`src/rtl/bk_ram_sequencer.sv`:
```
// Backup-RAM save/load sequencer.
// Moves the battery RAM image between backup RAM port B and the HPS SD image,
// one sector per sd_rd/sd_wr + sd_ack handshake. It also writes the default
// header words when formatting.
// Ports:
//   clk_sys, reset                 clock, async active-high reset
//   cart_download, img_*           cart download and save image mount status
//   load_req, save_req, format_req request levels, acted on at rising edges
//   autosave, osd_status, bram_wr  autosave control and core write strobe
//   sd_ack, sd_lba, sd_rd, sd_wr   hps_io sector handshake
//   bk_ena, busy, loading, pending status outputs
//   fmt_we, fmt_addr, fmt_data     default-word writes into RAM port B
//   fmt_active                     port B is owned by the format engine
module bk_ram_sequencer #(
  parameter int unsigned SECTORS  = 16,
  parameter int unsigned DEFWORDS = 4
) (
  input  logic        clk_sys,
  input  logic        reset,
  input  logic        cart_download,
  input  logic        img_mounted,
  input  logic        img_readonly,
  input  logic        img_size_nz,
  input  logic        load_req,
  input  logic        save_req,
  input  logic        autosave,
  input  logic        osd_status,
  input  logic        bram_wr,
  input  logic        format_req,
  input  logic        sd_ack,
  output logic [31:0] sd_lba,
  output logic        sd_rd,
  output logic        sd_wr,
  output logic        bk_ena,
  output logic        busy,
  output logic        loading,
  output logic        pending,
  output logic        fmt_we,
  output logic [1:0]  fmt_addr,
  output logic [15:0] fmt_data,
  output logic        fmt_active
);

  localparam int unsigned LBAW = (SECTORS > 1) ? $clog2(SECTORS) : 1;
  localparam logic [LBAW-1:0] LAST_LBA = LBAW'(SECTORS - 1);
  localparam logic [1:0]      FMT_LAST = 2'(DEFWORDS - 1);

  typedef enum logic [1:0] {IDLE, REQ, XFER, FMT} state_t;

  state_t          state_q;
  logic [LBAW-1:0] lba_q;
  logic            sd_rd_q, sd_wr_q, bk_ena_q, busy_q, loading_q, pending_q;
  logic            fmt_pend_q, fmt_we_q, fmt_active_q;
  logic [1:0]      fmt_addr_q;
  logic [15:0]     fmt_data_q;

  // Previous-cycle samples for edge detection
  logic load_req_q, save_trig_q, format_req_q, cart_download_q, sd_ack_q;

  logic save_trig, save_rise, load_trig, fmt_rise, ack_rise, ack_fall, dl_rise;

  // HuBM default header
  function automatic logic [15:0] def_word(input logic [1:0] a);
    case (a)
      2'd0:    def_word = 16'h5548;
      2'd1:    def_word = 16'h4D42;
      2'd2:    def_word = 16'h8800;
      2'd3:    def_word = 16'h8010;
      default: def_word = 16'h0000;
    endcase
  endfunction

  // Request edge detection; a download finishing with a non-empty image is a load trigger
  always_comb begin
    save_trig = save_req | (autosave & pending_q & osd_status);
    save_rise = save_trig & ~save_trig_q;
    load_trig = (load_req & ~load_req_q) | (~cart_download & cart_download_q & img_size_nz);
    fmt_rise  = format_req & ~format_req_q;
    ack_rise  = sd_ack & ~sd_ack_q;
    ack_fall  = ~sd_ack & sd_ack_q;
    dl_rise   = cart_download & ~cart_download_q;
  end

  // Sequencer state and all registered outputs
  always_ff @(posedge clk_sys or posedge reset) begin
    if (reset) begin
      state_q         <= IDLE;
      lba_q           <= '0;
      sd_rd_q         <= 1'b0;
      sd_wr_q         <= 1'b0;
      bk_ena_q        <= 1'b0;
      busy_q          <= 1'b0;
      loading_q       <= 1'b0;
      pending_q       <= 1'b0;
      fmt_pend_q      <= 1'b0;
      fmt_we_q        <= 1'b0;
      fmt_active_q    <= 1'b0;
      fmt_addr_q      <= 2'd0;
      fmt_data_q      <= 16'h0000;
      load_req_q      <= 1'b0;
      save_trig_q     <= 1'b0;
      format_req_q    <= 1'b0;
      cart_download_q <= 1'b0;
      sd_ack_q        <= 1'b0;
    end else begin
      load_req_q      <= load_req;
      save_trig_q     <= save_trig;
      format_req_q    <= format_req;
      cart_download_q <= cart_download;
      sd_ack_q        <= sd_ack;

      // A mount during a download wins over the clear at the download's start
      if (cart_download && img_mounted && !img_readonly) bk_ena_q <= 1'b1;
      else if (dl_rise)                                  bk_ena_q <= 1'b0;

      // Any transfer flushes the pending flag, even against a same-cycle write
      if (busy_q)                                     pending_q <= 1'b0;
      else if (bk_ena_q && !osd_status && bram_wr)    pending_q <= 1'b1;

      if (fmt_rise) fmt_pend_q <= 1'b1;

      case (state_q)
        IDLE: begin
          if (bk_ena_q && load_trig) begin
            state_q   <= REQ;
            lba_q     <= '0;
            sd_rd_q   <= 1'b1;
            sd_wr_q   <= 1'b0;
            loading_q <= 1'b1;
            busy_q    <= 1'b1;
          end else if (bk_ena_q && save_rise) begin
            state_q   <= REQ;
            lba_q     <= '0;
            sd_rd_q   <= 1'b0;
            sd_wr_q   <= 1'b1;
            loading_q <= 1'b0;
            busy_q    <= 1'b1;
          end else if (fmt_pend_q || fmt_rise) begin
            state_q      <= FMT;
            fmt_pend_q   <= 1'b0;
            fmt_we_q     <= 1'b1;
            fmt_active_q <= 1'b1;
            fmt_addr_q   <= 2'd0;
            fmt_data_q   <= def_word(2'd0);
          end
        end
        REQ: begin
          if (ack_rise) begin
            sd_rd_q <= 1'b0;
            sd_wr_q <= 1'b0;
            state_q <= XFER;
          end
        end
        XFER: begin
          if (ack_fall) begin
            if (lba_q == LAST_LBA) begin
              state_q   <= IDLE;
              busy_q    <= 1'b0;
              loading_q <= 1'b0;
              lba_q     <= '0;
            end else begin
              lba_q   <= lba_q + LBAW'(1);
              sd_rd_q <= loading_q;
              sd_wr_q <= ~loading_q;
              state_q <= REQ;
            end
          end
        end
        FMT: begin
          if (fmt_addr_q == FMT_LAST) begin
            fmt_we_q     <= 1'b0;
            fmt_active_q <= 1'b0;
            state_q      <= IDLE;
          end else begin
            fmt_addr_q <= fmt_addr_q + 2'd1;
            fmt_data_q <= def_word(fmt_addr_q + 2'd1);
          end
        end
        default: state_q <= IDLE;
      endcase
    end
  end

  assign sd_lba     = 32'(lba_q);
  assign sd_rd      = sd_rd_q;
  assign sd_wr      = sd_wr_q;
  assign bk_ena     = bk_ena_q;
  assign busy       = busy_q;
  assign loading    = loading_q;
  assign pending    = pending_q;
  assign fmt_we     = fmt_we_q;
  assign fmt_addr   = fmt_addr_q;
  assign fmt_data   = fmt_data_q;
  assign fmt_active = fmt_active_q;

endmodule
```
`config.mk`:
```
export PLATFORM = sky130hd
export DESIGN_NAME = bk_ram_sequencer
export DESIGN_NICKNAME = d
export VERILOG_FILES = /design/src/rtl/bk_ram_sequencer.sv
export SDC_FILE = /design/constraint.sdc
export NUM_CORES = 1
export LEC_CHECK = 0
export BUFFER_PORTS_ARGS = -buffer_cell sky130_fd_sc_hd__buf_2
export CORE_MARGIN = 4
export CORE_UTILIZATION = 53
export CTS_BUF_LIST = sky130_fd_sc_hd__clkbuf_16
export DETAILED_ROUTE_END_ITERATION = 10
export MAX_ROUTING_LAYER = met4
export PLACE_DENSITY = 0.9
export SYNTH_ARGS = -nofsm -noshare
export SYNTH_HDL_FRONTEND = slang
export SYNTH_SLANG_ARGS = --single-unit
```
`constraint.sdc`:
```
create_clock -name clk_sys -period 5.8 [get_ports clk_sys]
set_clock_uncertainty 0.2 [all_clocks]
set_input_delay 0.29 -clock clk_sys [delete_from_list [all_inputs] [get_ports clk_sys]]
set_output_delay 0.29 -clock clk_sys [all_outputs]
set_load 0.005 [all_outputs]
```
* Word level (Yosys, flattened, before mapping) *
Index checks and enable logic that the tools add are counted.

operators by class
  add/subtract/negate cells = 2
  eq/ne operators = 19
  mux-type cells = 54
  bitwise gates (word level) = 20
  reduce and logical (&&, ||, !) cells = 22

operator list
  operator                                                                count
  16-bit two-way mux                                                      4
  16-bit case mux with 4 select lines                                     1
  16-bit case mux with 2 select lines                                     1
  1-bit two-way mux                                                       26
  2-bit two-way mux                                                       10
  2-bit inequality test (second input constant)                           9
  4-bit two-way mux                                                       4
  5-bit AND reduction                                                     3
  1-bit bitwise AND                                                       10
  2-bit equality test (second input constant)                             5
  1-bit inverter                                                          8
  2-bit case mux with 4 select lines                                      1
  4-bit case mux with 2 select lines                                      1
  4-bit AND reduction                                                     2
  2-bit nonzero test                                                      4
  1-bit logical AND                                                       6
  1-bit case mux with 2 select lines                                      3
  1-bit case mux with 3 select lines                                      2
  4-bit by 1-bit adder with 4-bit output (second input constant)          1
  2-bit by 1-bit equality test with 1-bit output (second input constant)  2
  4-bit equality test (second input constant)                             1
  2-bit zero test                                                         2
  4-bit inequality test (second input constant)                           1
  2-bit case mux with 2 select lines                                      1
  7 further kinds                                                         9

storage, ports and cells
  register bits = 37
  word-level logic and storage cells = 134

* Logic depth before layout (Yosys ltp) *
Gate-level depths: netlist of the first run.

  depth in word-level cells = 8
  mapped depth = 7

* Least setup slack after synthesis of the first run *
OpenSTA, ideal clock, no wires.

  path kind = register to register
  start point = register state_q[0]
  end point = register sd_rd_q (netlist: sd_rd)
  data arrival time = 1.509 ns
  path slack = 3.966 ns
  stages on the path, launching flop included = 7
  path buffers = 1
  clock period less this slack = 1.834 ns
  path through = dfrtp_1 -> inv_1 -> ha_1 -> buf_1 -> nand2_4 -> o211ai_4 -> mux2_4

between the ends
  cells in the longest elaborated chain, start to end = 3
  elaborated cells on any way between the ends = 10
  those cells by class = 6 x eq/ne; 1 x mux; 3 x reduce/logical

RTL lines
  element                                                  line  RTL
  start: declaration                                       50    state_t state_q;
  start signal: assignment                                 87    state_q <= IDLE;
  start signal: assignment                                 125   state_q <= REQ;
  start signal: assignment                                 132   state_q <= REQ;
  2-bit equality test (tied with other cells)              122   case (state_q)
  2-bit inequality test (no line) (tied with other cells)  --
  5-bit AND reduction (no line)                            --
  end signal: assignment                                   163   sd_rd_q <= loading_q;
  end: declaration                                         52    logic sd_rd_q, sd_wr_q, bk_ena_q, busy_q, loading_q, pending_q;

Several ways; a longest one is shown, not always the timed one.
A chain may end at the register's enable or synchronous reset.

* Worst setup path after layout of the first run *
  start point = register state_q[0]
  end point = register lba_q[2]

between the ends
  cells in the longest elaborated chain, start to end = 3
  elaborated cells on any way between the ends = 7
  those cells by class = 3 x eq/ne; 1 x mux; 3 x reduce/logical

RTL lines
  element                                                        line  RTL
  2-bit equality test / 2-bit zero test (equally long branches)  122
  2-bit inequality test (no line) (tied with other cells)        --
  3-bit AND reduction (no line)                                  --
  end signal: assignment                                         162   lba_q <= lba_q + LBAW'(1);
  end: declaration                                               51    logic [LBAW-1:0] lba_q;

Several ways; a longest one is shown, not always the timed one.

==> impl_metrics.tcl, run 1 <==
set metrics [dict create \
    avgSynthCellArea_um2 9.37 \
    min_from "img_readonly" \
    r2r_slack_ns 3.58 \
    cts-buffers-inserted 3 \
    ff_to_ff_end "lba_q[2]" \
    power.ir.vdd_worst_mv 0.236 \
    min_to "bk_ena" \
    residual_overflow_from_global_routing 0 \
    avgViaCountPerCell 5.10 \
    clk_latency_ns 0.25 \
    critical_path.reg2reg.startpoint "state_q[0]" \
    syn_area_mm2 0.00190 \
    power_density_mw_per_mm2 448 \
    synth-seq-area-share_pct 34.2 \
    crit_path_top_cell_by_count "sky130_fd_sc_hd__inv_1" \
    fin_crit_ns 2.22 \
    dp_worst_setup_slack_ns 3.60 \
    worst_ep_required_time_ns 5.75 \
    buffer_ports.inserted 36 \
    hold_viol_final 0 \
    die_width_um 67.9 \
    effective_utilization_at_floorplan_pct 56.1 \
    worst_setup_slack_final_ns 3.58 \
    dieHeight_um 67.9 \
    cp_data_arrival_time_ns 2.17 \
    slew-limit-headroom_pct 36.3 \
    cells_after_synth 203 \
    io_pins 71 \
    cpMaxStageDelayCell "sky130_fd_sc_hd__ha_1" \
    dr_total_vias 1432 \
    outcome "complete, no violations" \
    netlist-cell-type-count 45 \
    cellLeakagePower_nw 1.02 \
    worst_path_dominant_cell_family "adder cells" \
    grt_first_pass_wirelength_um 5610 \
    grt_antenna_before_repair 0 \
    placementRows 21 \
    antenna_cells_inserted 0 \
    setup.worst_path.end_class "register" \
    final_layout_size_suffix_gt1_share_pct 22.6 \
    route.detailed.drc 0 \
    design.core.area_mm2 0.00339 \
    synthFlopType "sky130_fd_sc_hd__dfrtp_1" \
    gr-usage-all-layers_pct 16.3 \
    die-area_mm2 0.00461 \
    place_inst 274 \
    setup_tns_after_final_layout_ns 0 \
    post-route-period-util_pct 38.3 \
    drt_first_iter_violations 62 \
    timing.max_cap.violations 0 \
    synth-warning-count 0 \
    critical_path_peak_fanout 13 \
    cts_root_buf "sky130_fd_sc_hd__clkbuf_16" \
    total_of_fill_cells_in_the_finished_design 292 \
    dr.pass1.iters 4 \
    report.final.slew_viol_count 0 \
    timing.final.setup_violations 0 \
    worstPathCellList "inv_1 -> ha_1 -> inv_1 -> nor2_4 -> a21oi_1 -> a311oi_1" \
    clk_path_buf_depth 2 \
    drtAntennaViolNets 0 \
    worst-slew-pin-transition_ns 0.955 \
    final_cells 281 \
    area_occupied_by_multi_input_gates_mm2 0.00100 \
    clkTransAtPathRegs_ns 0.06 \
    worstSetupStartpointType "register" \
    hold_class "input pin to register" \
    ctsHtreeMaxLevel 1 \
    routability_congestion_estimate_from_global_placement 0.904 \
    crit_type "register to register" \
    critPathMaxStageDelay_ns 0.49 \
    cts_tree "done" \
    first_global_vias 1314 \
    setup_repair_after_global_routing_missed_its_margin "false" \
    syn_to_final_growth_pct 8.48 \
    layout.nets 260 \
    synth_edf_count 0 \
    cts.sink_count 26 \
    synth_async_sr_flop_share_pct 100 \
    fmaxAchievable_ghz 0.450 \
    pin_count_of_the_biggest_net_entering_global_routing 27 \
    ff2ff_path_depth 6 \
    seq_area_um2 651 \
    wire_per_inst_um 12.7 \
    routed_wirelength_um 3580 \
    cp_num_buf_inv 2 \
    postSynthRegisterBits 26 \
    whs_path_depth 2 \
    place_hpwl_um 2720 \
]
[metrics by stage]
stage / hold WS [ns] / cell area, µm² / total power (W) / util, %
after floorplan: 0.121 / 2030 / 0.000685 / -
after global placement: 0.217 / 1950 / 0.000766 / 57.5
after detailed placement: 0.220 / 1950 / 0.000776 / 57.5
after CTS: 0.0259 / 2060 / 0.000926 / 60.9
after global routing: 0.0257 / 2060 / 0.00101 / 60.9
final: 0.0254 / 2060 / 0.000924 / 60.9
[cells by family (layout without fill, tap and decap cells)]
family,Yosys count,count (layout),synth area share [%]
XOR/XNOR,1,1,0.460
buffers and inverters,59,58,19.5
other,1,34,0.197
adder cells (fa/ha/maj),10,10,6.57
flip-flops,26,26,34.2
AO/OA/AOI/OAI,49,49,21.1
AND/OR/NAND/NOR,51,51,14.3
multiplexers,6,6,3.68
[worst reg2reg max path: cells and delay by family, from the launching register on]
kind                       cells  cell delay (ns)
adders and majority gates      1             0.49
DFF                            1             0.40
and+or+nand+nor                1             0.28
buffers and inverters          2             0.44
AOI/OAI and AO/OA              2             0.31
[sequential cells by signal, summed over array words and instances (netlist names)]
| register | count |
|---|---|
| fmt_data | 6 |
| fmt_pend_q | 1 |
| load_req_q | 1 |
| pending | 1 |
| sd_rd | 1 |
| sd_ack_q | 1 |
| sd_wr | 1 |
| format_req_q | 1 |
| bk_ena | 1 |
| busy | 1 |
| fmt_active | 1 |
| state_q | 2 |
| cart_download_q | 1 |
| lba_q | 4 |
| fmt_addr | 1 |
| save_trig_q | 1 |
| loading | 1 |
[power by group]
group	switching [W]	internal (W)
Sequential	0.0000500	0.000234
Combinational	0.000277	0.000217
Clock	0.0000551	0.0000911
[timing repair]
item,in CTS,in global routing
resized for setup,0,0
buffers inserted,0,0
endpoints found under the hold margin,4,0
setup endpoints to repair,0,0
hold buffers,4,0
[worst max-delay path by stage]
stage	from	slack [ns]	depth (start not counted)	endpoint
after detailed placement	state_q[0]	3.60	6	lba_q[2]
after global routing	state_q[1]	3.47	6	lba_q[2]
after global placement	state_q[0]	3.72	6	lba_q[3]
after floorplan	state_q[0]	3.97	6	sd_rd
after CTS	state_q[0]	3.59	6	lba_q[2]
final	state_q[0]	3.58	6	lba_q[2]
[final cells by class]
type,count,area share [%]
clock buffer,3,3.64
inverter,15,2.73
multi-input combinational,151,48.7
sequential,26,31.5
tap,46,2.79
timing repair buffer,40,10.7
[synthesized netlist by cell type, types with 2 or more instances]
cell type,instances,area [µm²]
sky130_fd_sc_hd__buf_4,40,300
sky130_fd_sc_hd__nor2_1,12,45.0
sky130_fd_sc_hd__o2bb2ai_1,3,26.3
sky130_fd_sc_hd__a221o_1,2,20.0
sky130_fd_sc_hd__nand4_1,2,12.5
sky130_fd_sc_hd__nand3b_1,2,15.0
sky130_fd_sc_hd__o21ai_0,12,60.1
sky130_fd_sc_hd__nand2_1,12,45.0
sky130_fd_sc_hd__a22o_1,2,17.5
sky130_fd_sc_hd__o211ai_1,3,22.5
sky130_fd_sc_hd__nand2b_1,5,31.3
sky130_fd_sc_hd__ha_1,10,125
sky130_fd_sc_hd__dfrtp_1,26,651
sky130_fd_sc_hd__mux2_4,2,30.0
sky130_fd_sc_hd__a21oi_1,9,45.0
sky130_fd_sc_hd__inv_1,14,52.6
sky130_fd_sc_hd__mux2i_1,4,40.0
sky130_fd_sc_hd__nand3_1,10,50.1
sky130_fd_sc_hd__clkbuf_1,3,11.3
sky130_fd_sc_hd__nor2b_1,3,18.8
sky130_fd_sc_hd__a31oi_1,3,18.8
[metal layers]
metal	wire (µm)	vias to the layer above	global-route usage [%]
li1	-	704	-
met1	1520	660	19.9
met2	1720	66	26.7
met3	327	2	3.28
met4	19	0	5.71
met5	0	-	-
[placed cells by master, fill, tap and decap left out, types with 3 or more instances in the layout]
master | Yosys | routed
sky130_fd_sc_hd__a21oi_1 | 9 | 9
sky130_fd_sc_hd__a31oi_1 | 3 | 3
sky130_fd_sc_hd__buf_2 | 0 | 36
sky130_fd_sc_hd__clkbuf_16 | 0 | 3
sky130_fd_sc_hd__conb_1 | 1 | 34
sky130_fd_sc_hd__dfrtp_1 | 26 | 26
sky130_fd_sc_hd__dlygate4sd3_1 | 0 | 4
sky130_fd_sc_hd__ha_1 | 10 | 10
sky130_fd_sc_hd__inv_1 | 14 | 14
sky130_fd_sc_hd__mux2i_1 | 4 | 4
sky130_fd_sc_hd__nand2_1 | 12 | 12
sky130_fd_sc_hd__nand2b_1 | 5 | 5
sky130_fd_sc_hd__nand3_1 | 10 | 10
sky130_fd_sc_hd__nor2_1 | 12 | 12
sky130_fd_sc_hd__nor2b_1 | 3 | 3
sky130_fd_sc_hd__o211ai_1 | 3 | 3
sky130_fd_sc_hd__o21ai_0 | 12 | 12
sky130_fd_sc_hd__o2bb2ai_1 | 3 | 3
No activity file was read; power rests on OpenSTA's default activity.
==> inputs of run 2 (changes only) <==
--- a/config.mk
+++ b/config.mk
@@ -5,13 +5,14 @@
 export SDC_FILE = /design/constraint.sdc
 export NUM_CORES = 1
 export LEC_CHECK = 0
+export ABC_AREA = 1
 export BUFFER_PORTS_ARGS = -buffer_cell sky130_fd_sc_hd__buf_2
 export CORE_MARGIN = 4
-export CORE_UTILIZATION = 53
+export CORE_UTILIZATION = 48
 export CTS_BUF_LIST = sky130_fd_sc_hd__clkbuf_16
 export DETAILED_ROUTE_END_ITERATION = 10
 export MAX_ROUTING_LAYER = met4
-export PLACE_DENSITY = 0.9
+export PLACE_DENSITY = 0.84
 export SYNTH_ARGS = -nofsm -noshare
 export SYNTH_HDL_FRONTEND = slang
 export SYNTH_SLANG_ARGS = --single-unit
==> constraint.sdc (replaced) <==
create_clock -name clk_sys -period 2.15 [get_ports clk_sys]
set_clock_uncertainty 0.2 [all_clocks]
set_input_delay 0.1075 -clock clk_sys [delete_from_list [all_inputs] [get_ports clk_sys]]
set_output_delay 0.1075 -clock clk_sys [all_outputs]
set_load 0.005 [all_outputs]
==> run 2 against run 1 <==
  * Hold slack gained 0.090 ns
  * Final cell count grew 11%
  * Core utilization shrank 2.4 points
  * First-iteration DRC count grew 79%
  * Critical path type unchanged
  * Design area shrank 2.5%
  * Largest cell class unchanged
==> impl_metrics.tcl, run 2 <==
set metrics [dict create \
    outcome "complete, no violations" \
    routability_congestion_estimate_from_global_placement 0.849 \
    report.final.slew_viol_count 0 \
    internal_power_w 0.00136 \
    final_layout_size_suffix_gt1_share_pct 19.9 \
    synth-seq-area-share_pct 37.0 \
    cts.sink_count 26 \
    min_to "loading" \
    post-route-period-util_pct 85.0 \
    buffer_ports.inserted 36 \
    dominant_combinational_cell_family_by_area_after_synthesis "simple AND/OR/NAND/NOR gates" \
    postSynthRegisterBits 26 \
    drtAntennaViolNets 0 \
    fmaxAchievable_ghz 0.547 \
    placementRows 21 \
    setup.worst_path.end_class "register" \
    r2r_slack_ns 0.32 \
    ctsHtreeMaxLevel 1 \
    synthAdderAreaFrac_pct 7.11 \
    timing.final.setup_violations 0 \
    yosysTopAreaCell "sky130_fd_sc_hd__dfrtp_1" \
    avgViaCountPerCell 4.44 \
    drt_first_iter_violations 111 \
    ff_to_ff_end "fmt_data[12]" \
    hold-worst-slack_ns 0.115 \
    cts_tree "done" \
    synth_edf_count 0 \
    die_width_um 68.5 \
    seq_area_um2 651 \
    clkTransAtPathRegs_ns 0.06 \
    critical_path_peak_fanout 7 \
    cellLeakagePower_nw 1.21 \
    die-area_mm2 0.00470 \
    avgSynthCellArea_um2 7.92 \
    ys_top_cells_by_area "sky130_fd_sc_hd__dfrtp_1, sky130_fd_sc_hd__buf_4, sky130_fd_sc_hd__nand2_1" \
    first_global_vias 1240 \
    dr_total_vias 1386 \
    final_cell_mix "sky130_fd_sc_hd__nand2_1, sky130_fd_sc_hd__buf_2, sky130_fd_sc_hd__conb_1" \
    route.detailed.drc 0 \
    power_density_mw_per_mm2 1200 \
    met2_usage_pct 28.4 \
    layout.nets 291 \
    syn_area_mm2 0.00176 \
    hold_class "input pin to register" \
    whs_path_depth 5 \
    grtUsageMet3_pct 1.62 \
    dieHeight_um 68.5 \
    total_of_fill_cells_in_the_finished_design 309 \
    final_core_util_pct 58.5 \
    gr-usage-all-layers_pct 15.6 \
    dr.pass1.iters 4 \
    grt_first_pass_wirelength_um 5380 \
    min_from "img_size_nz" \
    cp_data_arrival_time_ns 1.78 \
    synth_compound_gate_area_share_pct 3.06 \
    grt_antenna_before_repair 0 \
    residual_overflow_from_global_routing 0 \
    power.switching_fraction_pct 43.6 \
    netlist-cell-type-count 22 \
    cells_after_synth 222 \
    cts_root_buf "sky130_fd_sc_hd__clkbuf_16" \
    clock_power_share_pct 16.7 \
    antenna_cells_inserted 0 \
    area_occupied_by_multi_input_gates_um2 827 \
    effective_utilization_at_floorplan_pct 51.1 \
    hold_viol_final 0 \
    critical_path.reg2reg.startpoint "state_q[0]" \
    synth_async_sr_flop_share_pct 100 \
    synth_top_area_share_pct 37.0 \
    ff2ff_path_depth 7 \
    power.combinational.fraction_pct 51.4 \
    synth_common_cells "sky130_fd_sc_hd__nand2_1, sky130_fd_sc_hd__buf_4, sky130_fd_sc_hd__dfrtp_1" \
    grt_use_met1_pct 17.5 \
    fin_crit_ns 1.83 \
    setup_tns_after_final_layout_ns 0 \
    routed_wirelength_um 3500 \
    layout_commonest_cell "sky130_fd_sc_hd__nand2_1" \
    sequential_power_share_pct 32.0 \
    place_hpwl_um 2620 \
    synth-warning-count 0 \
    design.core.area_mm2 0.00344 \
    synthFlopType "sky130_fd_sc_hd__dfrtp_1" \
    synth-xor-area-share_pct 0.996 \
    clk_latency_ns 0.26 \
    crit_type "register to register" \
    worst_ep_required_time_ns 2.10 \
    switchingPower_w 0.00105 \
    io_pins 71 \
    timing.max_cap.violations 0 \
    worstSetupStartpointType "register" \
    yosys-mux-area-fraction_pct 0 \
    yosys.cell_count.top_type "sky130_fd_sc_hd__nand2_1" \
    clk_path_buf_depth 2 \
    grt_busiest_layer "met2" \
    pin_count_of_the_biggest_net_entering_global_routing 27 \
    setup_repair_after_global_routing_missed_its_margin "false" \
    yosys.area_share.simple_pct 28.6 \
    syn_to_final_growth_pct 14.4 \
    cts-buffers-inserted 3 \
    flip_flop_count_of_the_largest_register_all_copies_and_words_added 6 \
    wire_per_inst_um 11.2 \
    power.ir.vdd_worst_mv 0.394 \
]
==> run 2: cell types whose count changed after synthesis, moves of 4 or more <==
cell                       change
sky130_fd_sc_hd__nand2_1      +51
sky130_fd_sc_hd__nand2b_1      -5
sky130_fd_sc_hd__o21ai_0       -8
sky130_fd_sc_hd__nand4_1       +9
sky130_fd_sc_hd__inv_1        +11
sky130_fd_sc_hd__mux2i_1       -4
sky130_fd_sc_hd__a21oi_1       -5
==> run 2: power by group through the flow <==
stage	Combinational [W]	Clock (W)	Sequential [W]
6_report	0.00124	0.000403	0.000773
5_1_grt	0.00141	0.000430	0.000795
4_1_cts	0.00124	0.000407	0.000772
2_1_floorplan	0.000948	0	0.000772
3_3_place_gp	0.00117	0	0.000770
3_5_place_dp	0.00120	0	0.000781
==> run 2: metrics by stage <==
step	power [W]	std cells	cell area [µm²]	worst slack, ns
global route	0.00264	312	2010	0.180
floorplan	0.00172	255	1880	0.547
CTS	0.00242	312	2010	0.339
global placement	0.00194	298	1830	0.421
detailed placement	0.00199	298	1830	0.369
finish	0.00242	312	2010	0.323
==> run 2: critical path: stages (launching register included) <==
cell and delay, ns:
sky130_fd_sc_hd__dfrtp_1 0.41, sky130_fd_sc_hd__inv_1 0.10, sky130_fd_sc_hd__ha_1 0.28, sky130_fd_sc_hd__buf_4 0.18, sky130_fd_sc_hd__nand3_1 0.16, sky130_fd_sc_hd__nand4_2 0.20
sky130_fd_sc_hd__nand2_1 0.11, sky130_fd_sc_hd__nand2_1 0.07
==> run 2: metal layers <==
metal	part of all wire [%]	up-vias
li1	-	714
met1	41	622
met2	51	43
met3	5.8	7
met4	2.2	0
met5	0	-
==> run 2: cell families after synthesis <==
kind of cell / after synthesis
buf+inv: 67
compound gates: 10
simple gates: 106
flops: 26
fa+ha+maj: 10
xor+xnor: 2
other cells: 1
==> run 2: area by class of cell <==
| type | count | area share (%) |
|---|---|---|
| well taps | 46 | 2.86 |
| repair buffers | 49 | 15.2 |
| clock buffers | 3 | 3.73 |
| inverters | 26 | 4.85 |
| flip-flops and latches | 26 | 32.3 |
| multi-input cells | 162 | 41.1 |
==> run 2: how the worst max path moves through the flow <==
stage               startpoint           end  slack [ns]  depth (start not counted)
floorplan           state_q[0]    state_q[1]        0.55                         10
global placement    state_q[0]  fmt_data[11]        0.42                          7
detailed placement  state_q[1]    state_q[1]        0.37                          9
CTS                 state_q[1]    state_q[1]        0.34                          9
global route        state_q[0]    state_q[1]        0.18                          9
finish              state_q[0]  fmt_data[12]        0.32                          7
==> run 2: what timing repair did <==
| item | CTS | global route |
|---|---|---|
| setup buffers | 0 | 0 |
| endpoints found under the hold margin | 34 | 0 |
| gates resized for setup | 0 | 0 |
| hold buffers | 11 | 0 |
==> inputs of run 3 (changes only) <==
--- a/config.mk
+++ b/config.mk
@@ -5,14 +5,14 @@
 export SDC_FILE = /design/constraint.sdc
 export NUM_CORES = 1
 export LEC_CHECK = 0
-export ABC_AREA = 1
+export ABC_AREA = 0
 export BUFFER_PORTS_ARGS = -buffer_cell sky130_fd_sc_hd__buf_2
 export CORE_MARGIN = 4
-export CORE_UTILIZATION = 48
+export CORE_UTILIZATION = 45
 export CTS_BUF_LIST = sky130_fd_sc_hd__clkbuf_16
 export DETAILED_ROUTE_END_ITERATION = 10
 export MAX_ROUTING_LAYER = met4
-export PLACE_DENSITY = 0.84
+export PLACE_DENSITY = 0.82
 export SYNTH_ARGS = -nofsm -noshare
 export SYNTH_HDL_FRONTEND = slang
 export SYNTH_SLANG_ARGS = --single-unit
==> constraint.sdc (replaced) <==
create_clock -name clk_sys -period 1.5 [get_ports clk_sys]
set_clock_uncertainty 0.2 [all_clocks]
set_input_delay 0.075 -clock clk_sys [delete_from_list [all_inputs] [get_ports clk_sys]]
set_output_delay 0.075 -clock clk_sys [all_outputs]
set_load 0.005 [all_outputs]
==> run 3 against run 2 <==
  * Die area is 14% higher
  * Critical path depth down 2
  * The run now ends with hold timing, setup timing left
  * First-iteration DRC count fell by 1.8%
  * Flip-flop and latch count unchanged
  * Sequential power grew 45%
  * Design area is 34% higher
  * Largest power group unchanged
==> impl_metrics.tcl, run 3 (synthesized netlist as in run 1, its figures left out) <==
set metrics [dict create \
    flip_flop_count_of_the_largest_register_all_copies_and_words_added 6 \
    place_hpwl_um 3410 \
    wire_per_inst_um 15.4 \
    grt_antenna_before_repair 0 \
    gr-usage-all-layers_pct 18.8 \
    failing_checks "hold timing, setup timing" \
    timing.final.setup_violations 19 \
    report.final.slew_viol_count 0 \
    cts_hold_buffers 9 \
    worstPathCellList "nand3b_1 -> o311ai_4 -> o21ai_2 -> nand2_1 -> a221o_1" \
    place_inst 318 \
    fin_crit_ns 1.83 \
    layout.nets 313 \
    dr_total_vias 1721 \
    crit_type "register to register" \
    routability_congestion_estimate_from_global_placement 0.932 \
    hold_class "input pin to register" \
    routed_wirelength_um 5220 \
    clk_latency_ns 0.26 \
    fmaxAchievable_ghz 0.545 \
    die-area_mm2 0.00533 \
    cpMaxStageDelayCell "sky130_fd_sc_hd__dfrtp_1" \
    setup_repair_after_global_routing_missed_its_margin "true" \
    post-route-period-util_pct 122 \
    grt_first_pass_wirelength_um 7650 \
    buffer_ports.inserted 36 \
    hold-worst-slack_ns -0.152 \
    drt_first_iter_violations 109 \
    syn_to_final_growth_pct 41.5 \
    cts_tree "done" \
    design.core.area_mm2 0.00406 \
    pin_count_of_the_biggest_net_entering_global_routing 27 \
    cts.sink_count 26 \
    design_power_total_w 0.00499 \
    effective_utilization_at_floorplan_pct 46.9 \
    placementRows 23 \
    antenna_cells_inserted 0 \
    worst_setup_slack_final_ns -0.334 \
    worst_ep_required_time_ns 1.45 \
    final_cell_mix "sky130_fd_sc_hd__buf_4, sky130_fd_sc_hd__buf_2, sky130_fd_sc_hd__conb_1" \
    residual_overflow_from_global_routing 0 \
    worstSetupStartpointType "register" \
    ctsHtreeMaxLevel 1 \
    power.ir.vdd_worst_mv 0.978 \
    final_cells 339 \
    power_density_mw_per_mm2 1850 \
    first_global_vias 1609 \
    cp_data_arrival_time_ns 1.78 \
    dr.pass1.iters 4 \
    avgViaCountPerCell 5.08 \
    hold_viol_final 1 \
    cts-buffers-inserted 3 \
    critPathMaxStageDelay_ns 0.43 \
    drtAntennaViolNets 0 \
    route.detailed.drc 0 \
    io_pins 71 \
    critical_path_peak_fanout 4 \
    dp_worst_setup_slack_ns -0.323 \
    layout_commonest_cell "sky130_fd_sc_hd__buf_4" \
    dieHeight_um 73.0 \
    final_core_util_pct 66.4 \
    outcome "complete, but fails checks" \
    timing.max_cap.violations 0 \
    cts_root_buf "sky130_fd_sc_hd__clkbuf_16" \
    die_width_um 73.0 \
    final_layout_size_suffix_gt1_share_pct 46.7 \
    setup.worst_path.end_class "register" \
    cellLeakagePower_nw 1.31 \
    clkTransAtPathRegs_ns 0.07 \
    clk_path_buf_depth 2 \
]
-- run 3: cell count changes in the layout (fill, tap and decap cells not counted), sizes merged, moves of 5 or more --
cell | before | now
nand2b | 0 | 6
inv | 26 | 15
nand4 | 12 | 2
nand2 | 65 | 13
a21oi | 5 | 10
buf | 38 | 84
nand3 | 17 | 10
o21ai | 5 | 13
-- run 3: stage by stage --
step,instance area (µm²),setup TNS (ns)
global route,2690,-5.27
floorplan,2130,-1.63
finish,2690,-4.40
detailed placement,2330,-3.38
global placement,2330,-2.68
CTS,2590,-3.50
-- run 3: final timing paths --
path / startpoint / endpoint / slack, ns / depth (start not counted)
max: bk_ena / fmt_data[1] / -0.33 / 5
min reg2reg: busy / pending / 0.29 / 1
max reg2reg: bk_ena / fmt_data[1] / -0.33 / 5
min in group asynchronous: reset / save_trig_q / 0.22 / 4
max in group asynchronous: reset / fmt_data[15] / 0.59 / 4
min: save_req / save_trig_q / -0.15 / 3
-- run 3: cell type report --
type | instances | area [µm²]
clock inverters | 1 | 3.75
well taps | 50 | 62.6
fillers | 305 | 1370
inverters | 15 | 58.8
clock buffers | 3 | 75.1
flip-flops and latches | 26 | 654
repair buffers | 93 | 661
multi-input cells | 151 | 1180
-- run 3: per-layer routing --
| layer | GRT usage [%] | wire (µm) | share of wire (%) | up-vias |
|---|---|---|---|---|
| met5 | - | 0 | 0 | - |
| met1 | 22.6 | 2100 | 40 | 817 |
| met4 | 5.53 | 112 | 2.1 | 0 |
| met2 | 32.3 | 2670 | 51 | 76 |
| li1 | - | - | - | 816 |
| met3 | 2.89 | 333 | 6.4 | 12 |
-- run 3: repair_timing --
item                                   CTS  global route
endpoints found under the hold margin   33             1
pin swaps                               14             8
setup buffers                            4             5
resized for setup                       16            19
setup endpoints to repair               19            19
-- run 3: power breakdown --
| part | leakage [nW] | switching (W) | internal, W |
|---|---|---|---|
| clock | 0.0385 | 0.000260 | 0.000358 |
| sequential | 0.313 | 0.000207 | 0.000912 |
| combinational | 0.955 | 0.00157 | 0.00168 |
| total | 1.31 | 0.00204 | 0.00295 |
-- run 3: critical path: cells and delay by family, from the launching register on --
family	cells	cell delay, ns
AND/OR/NAND/NOR	2	0.37
flip-flops	1	0.43
AO/OA/AOI/OAI	3	0.73
